File: src/rtl/cic_interp_chan_sched.sv
// Round-robin scheduler feeding one shared 3-stage CIC interpolator from NCH sources.
// Optional per-burst underrun counter output enabled by CIC_SCHED_UNDERRUN_CNT_EN.
module cic_interp_chan_sched #(
  parameter int NCH       = 4,
  parameter int CW        = 2,
  parameter int DW        = 8,
  parameter int BURST_LEN = 16,
  parameter int FLUSH_CYC = 4
) (
  input  logic              clk1,
  input  logic              reset,
  input  logic [NCH-1:0]    ch_valid,
  input  logic [NCH*DW-1:0] ch_data,
  output logic [NCH-1:0]    ch_ready,
  output logic [DW-1:0]     x_out,
  output logic              x_valid,
  output logic              cic_rst_n,
  output logic [CW-1:0]     active_ch,
  output logic              busy
`ifdef CIC_SCHED_UNDERRUN_CNT_EN
  ,
  output logic [7:0]        underrun_cnt
`endif
);

  localparam int MAXC = (BURST_LEN > FLUSH_CYC) ? BURST_LEN : FLUSH_CYC;
  localparam int CNTW = $clog2(MAXC) + 1;
  localparam int NP   = 1 << CW;

  typedef enum logic [1:0] {IDLE, STREAM, FLUSH} state_t;

  state_t          r_state, w_state_nxt;
  logic [CNTW-1:0] r_cnt, w_cnt_nxt;
  logic [CW-1:0]   r_last, w_last_nxt;
  logic [CW-1:0]   r_active, w_active_nxt;
  logic [DW-1:0]   r_x, w_x_nxt;
  logic            r_xv, w_xv_nxt;
  logic            r_rstn, w_rstn_nxt;

  logic [NP-1:0]   w_vpad;
  logic [NP-1:0]   w_rdy_pad;
  logic [DW-1:0]   w_darr [NP];
  logic            w_any;
  logic [CW-1:0]   w_grant;
  logic            w_vsel;
  int unsigned     w_idx;

  // Pad the request/data views to 2^CW entries so a CW-bit index is always in range.
  assign w_vpad = NP'(ch_valid);
  for (genvar k = 0; k < NP; k++) begin : g_darr
    if (k < NCH) begin : g_real
      assign w_darr[k] = ch_data[k*DW +: DW];
    end else begin : g_pad
      assign w_darr[k] = '0;
    end
  end

  assign w_vsel = w_vpad[r_active];

  // Upward search from last_grant+1 so the previous winner is checked last.
  always_comb begin
    w_any   = 1'b0;
    w_grant = '0;
    w_idx   = 0;
    for (int unsigned i = 1; i <= NCH; i++) begin
      w_idx = (32'(r_last) + i) % NCH;
      if (!w_any && w_vpad[CW'(w_idx)]) begin
        w_any   = 1'b1;
        w_grant = CW'(w_idx);
      end
    end
  end

  always_comb begin
    w_state_nxt  = r_state;
    w_cnt_nxt    = r_cnt;
    w_last_nxt   = r_last;
    w_active_nxt = r_active;
    w_x_nxt      = '0;
    w_xv_nxt     = 1'b0;
    w_rstn_nxt   = r_rstn;
    case (r_state)
      IDLE: begin
        w_rstn_nxt = 1'b0;
        if (w_any) begin
          w_active_nxt = w_grant;
          w_last_nxt   = w_grant;
          w_cnt_nxt    = '0;
          w_rstn_nxt   = 1'b1;
          w_state_nxt  = STREAM;
        end
      end
      STREAM: begin
        if (w_vsel) begin
          w_x_nxt  = w_darr[r_active];
          w_xv_nxt = 1'b1;
        end
        if (r_cnt == CNTW'(BURST_LEN - 1)) begin
          w_cnt_nxt   = '0;
          w_rstn_nxt  = 1'b0;
          w_state_nxt = FLUSH;
        end else begin
          w_cnt_nxt = r_cnt + 1'b1;
        end
      end
      FLUSH: begin
        w_rstn_nxt = 1'b0;
        if (r_cnt == CNTW'(FLUSH_CYC - 1)) begin
          w_cnt_nxt   = '0;
          w_state_nxt = IDLE;
        end else begin
          w_cnt_nxt = r_cnt + 1'b1;
        end
      end
      default: begin
        w_state_nxt = IDLE;
        w_rstn_nxt  = 1'b0;
      end
    endcase
  end

  always_ff @(posedge clk1) begin
    if (!reset) begin
      r_state  <= IDLE;
      r_cnt    <= '0;
      r_last   <= CW'(NCH - 1);
      r_active <= '0;
      r_x      <= '0;
      r_xv     <= 1'b0;
      r_rstn   <= 1'b0;
    end else begin
      r_state  <= w_state_nxt;
      r_cnt    <= w_cnt_nxt;
      r_last   <= w_last_nxt;
      r_active <= w_active_nxt;
      r_x      <= w_x_nxt;
      r_xv     <= w_xv_nxt;
      r_rstn   <= w_rstn_nxt;
    end
  end

  assign w_rdy_pad = (r_state == STREAM) ? (NP'(1) << r_active) : '0;
  assign ch_ready  = w_rdy_pad[NCH-1:0];
  assign x_out     = r_x;
  assign x_valid   = r_xv;
  assign cic_rst_n = r_rstn;
  assign active_ch = r_active;
  assign busy      = (r_state != IDLE);

`ifdef CIC_SCHED_UNDERRUN_CNT_EN
  logic [7:0] r_urc;

  // Cleared on the granting edge so the count covers exactly one burst.
  always_ff @(posedge clk1) begin
    if (!reset) begin
      r_urc <= '0;
    end else if (r_state == IDLE && w_any) begin
      r_urc <= '0;
    end else if (r_state == STREAM && !w_vsel && r_urc != 8'hFF) begin
      r_urc <= r_urc + 8'd1;
    end
  end

  assign underrun_cnt = r_urc;
`endif

endmodule
File: config.mk
export PLATFORM = sky130hd
export DESIGN_NAME = cic_interp_chan_sched
export DESIGN_NICKNAME = d
export VERILOG_FILES = /design/src/rtl/cic_interp_chan_sched.sv
export SDC_FILE = /design/constraint.sdc
export NUM_CORES = 1
export LEC_CHECK = 0
export BUFFER_PORTS_ARGS = -buffer_cell sky130_fd_sc_hd__buf_2
export CORE_MARGIN = 10
export CORE_UTILIZATION = 50
export DETAILED_ROUTE_END_ITERATION = 10
export GPL_TIMING_DRIVEN = 0
export PLACE_DENSITY = 0.87
export SYNTH_ARGS = -nofsm -noshare
export SYNTH_HDL_FRONTEND = slang
export SYNTH_SLANG_ARGS = --single-unit
File: constraint.sdc
create_clock -name clk1 -period 4.17 [get_ports clk1]
set_clock_uncertainty 0.15 [all_clocks]
set_input_delay 0.417 -clock clk1 [delete_from_list [all_inputs] [get_ports clk1]]
set_output_delay 0.417 -clock clk1 [all_outputs]
set_load 0.005 [all_outputs]
==> impl_summary.md <==
Pwr
Overall power consumption after layout is estimated at ~830 uW. The switching power is approximately 340 uW. The relative contribution of the clock network to total power is 0.123. The static leakage is 0.731 nW. Of the total power, combinational logic draws 0.538.

The internal power is 497 uW. Of the total power, the share spent switching nets is 0.404. The total power divided by cell area is 520 mW/mm^2.

The peak supply drop is ~310 uV. Of the total power, registers draw 0.340.

CTS
Clock-pin slew was measured on the worst setup and hold paths at 120 ps. The total number of H-tree levels is 1. The longest clock path from root to sink contains 2 buffers.

After clock tree synthesis, the setup repair step added 0 buffers. The clock tree from TritonCTS is built. The number of sinks driven by the clock tree is 21. The number of CTS-inserted buffers is 3. After clock tree synthesis, the repair step resized 0 gates. Buffers inserted to repair hold after CTS numbered 0. The root buffer cell is clkbuf_4.

The clock reaches the later pin of the worst-skew pair after 320 ps.

Flow run
Across the run, the number of max-cap violations was 0.

Final layout
The number of antenna repair diodes is 0. The number of fill cells in the layout is between 200 and 250. The finished layout holds 224 standard cells, fillers aside. The final design utilization is 0.652. The fraction of final layout cells sized beyond drive strength 1 is 0.387. The total number of nets in the final design is 239. The area added between synthesis and finish is 26.4%.

The area occupied by multi-input gates is between 700 and 800 sq um. The total area of sequential cells is approximately 420 sq um.

Drt
Summing over every cut layer, the via total after detailed routing is 1265. The routed length on met1 is 1380 um. The total length of routed met2 wires is 1710 um. The number of vias per cell is 5.65.

In the routed design, unresolved DRC markers number 0. The sum of met3 wire segment lengths after detailed routing is 440 um. Dividing the detail-routed wire length by the instance count gives 15.9 um.

The remaining antenna violation count is 0. The first TritonRoute pass finished after 4 iterations. The highest metal layer with signal wires is met4. After detailed routing, the total wire length is 3570 um. The detailed router's first-iteration violation count is 74.

STA
The routed design could run at a clock period as short as 2100 ps. In the finished design, the share of the clock period the worst path needs comes to 0.503. The number of failing hold endpoints at the final stage is 0. In this run the tightest slew margin relative to its limit is 0.673. Summed over all failing endpoints, the final setup total negative slack is 0 ps. Setup repair after global routing left no endpoint under its margin. The total count of max-transition violations in the final report is 0. The actual slew at the worst max-slew pin is 484 ps. The final worst slack is 2070 ps.

The highest clock rate is 477 MHz. The final setup violation count is 0.

Placed design
The total of buffers placed on input and output ports is 54. The estimated wirelength of the detail-placed design is just under 3000 um. The worst setup slack before clock tree synthesis is 2110 ps.

At the end of routability-driven placement, the weighted congestion stood at between 0.8 and 0.9. The number of placed instances, taps included, is 220.

GRT
After global routing the overflow that remains totals 0. The via count of the first global-routing pass came to 1307. In the global route stage, overall resource usage came out at 0.148. The initial antenna violation count came to 0. The wire length of the first global-routing pass is 6200 um. The pin count of the biggest net entering global routing is 12.

Logic synthesis
After synthesis, the cell types taking the most area are dfxtp_1 33%, mux4_2 16%, ha_1 5.9%, nand2_1 4.7%, nor2b_1 4.4%. Synthesis produced a netlist with a net count of 180. The most used flip-flop cell after synthesis is dfxtp_1.

The most common cell in the synthesized netlist is dfxtp_1. The number of storage elements in the synthesis netlist is 21. The area of the mapped netlist is 0.00127 sq mm. For this run, the number of Yosys warnings is 0. The dominant cell type by area after synthesis is dfxtp_1.

Of the post-synthesis cell area, the dominant cell type holds 0.332. The share of the Yosys chip area taken by registers is 0.332. The cell count after synthesis came out at about 140. The synthesized design contains 0 enable-type register cells. The commonest cells after synthesis are 21 x dfxtp_1, 16 x nand2_1, 11 x nor2_1, 9 x mux4_2, 9 x nor2b_1. The mean post-synth cell area is 9.32 sq um. Of all flip-flops after synthesis, the portion carrying an async set or reset was 0.

After synthesis, the netlist uses 40 different library cells.

Floorplan
The top-level port count is 55. In this run the horizontal extent of the chip is between 70 and 80 um. The die footprint is 0.00495 sq mm. The initial utilization of the core area, before any placement, comes to 0.516.

The core outline area is between 0.002 and 0.0025 sq mm. The die is 70.4 um tall. In this run the core area contains 18 standard-cell rows.

Critical path
For the worst setup path, the data required time is 4250 ps. In this run the worst setup path begins at r_cnt[0]. The arrival time of data at the critical path endpoint is 2180 ps. The worst setup path is launched from a register. The kind of capture point of the worst setup path is a register. Along the worst path, the maximum fanout reaches 4. The worst register-to-register path begins at r_cnt[0]. The startpoint-to-endpoint class of the critical path is register to register.

Hold path
The worst min-delay path startpoint is r_state[1]. The tightest min-delay check is of the register to register type.

Run status
The flow ran to the end, and the final reports show no timing, DRC or antenna violations.
## power groups by stage
stage               clock network, mW  registers (mW)  logic [mW]
finish                          0.102           0.283       0.448
global route                    0.111           0.291       0.505
CTS                             0.105           0.283       0.449
detailed placement                  0           0.288       0.445
global placement                    0           0.284       0.426
floorplan                           0           0.284       0.319
## placed cells by master, fill, tap and decap left out, types with 2 or more instances in the layout
cell,instances
buf_2,56
dfxtp_1,21
nand2_1,16
nor2_1,11
mux4_2,9
nor2b_1,9
inv_1,7
a21oi_1,7
ha_1,6
nand3_1,5
nor3b_1,4
nand2b_1,4
o21ai_1,4
clkbuf_1,3
clkbuf_4,3
inv_2,2
mux2i_1,2
a31oi_1,2
## registers in the layout, summed over array words and instances, names as in the netlist
| signal | count |
|---|---|
| r_last | 2 |
| x_out | 8 |
| r_state | 2 |
| active_ch | 2 |
| x_valid | 1 |
| r_cnt | 5 |
| cic_rst_n | 1 |
## final timing paths
check             cells after the start  slack, ps         end
setup / recovery                      7       2070    r_cnt[4]
hold / removal                        2        360  r_state[1]
setup reg to reg                      7       2070    r_cnt[4]
hold reg to reg                       2        360  r_state[1]
## worst max-delay path, stage by stage, from the launching register on
cell and delay (ps):
dfxtp_1 360, ha_1 240, nand3_1 120, inv_1 50
ha_1 260, o41ai_1 520, a31oi_1 80, o221ai_1 210
## through the flow
stage	cell area (sq um)	hold slack, ps
2_1_floorplan	1270	305
3_3_place_gp	1580	315
3_5_place_dp	1580	335
4_1_cts	1600	371
5_1_grt	1600	392
6_report	1600	362
## area by class of cell
class | count | share of cell area
Timing Repair Buffer | 54 | 0.169
Sequential cell | 21 | 0.262
Multi-Input combinational cell | 101 | 0.492
Tap cell | 30 | 0.0234
Clock buffer | 4 | 0.0164
Buffer | 5 | 0.0156
Inverter | 9 | 0.0211
## kinds of logic (layout without fill, tap and decap cells)
| group | after synthesis | after routing | synth area share |
|---|---|---|---|
| AOI/OAI and AO/OA | 24 | 24 | 0.124 |
| and+or+nand+nor | 60 | 60 | 0.263 |
| buffers and inverters | 14 | 72 | 0.0464 |
| DFF | 21 | 21 | 0.332 |
| muxes | 11 | 11 | 0.176 |
| adders and majority gates | 6 | 6 | 0.0592 |
## per-layer routing
| metal | track usage | up-vias |
|---|---|---|
| met5 | 0 | - |
| met4 | 0.0439 | 0 |
| met3 | 0.0523 | 5 |
| met2 | 0.252 | 68 |
| met1 | 0.167 | 579 |
| li1 | - | 613 |
Note: power is estimated with default switching activity, not from simulation.
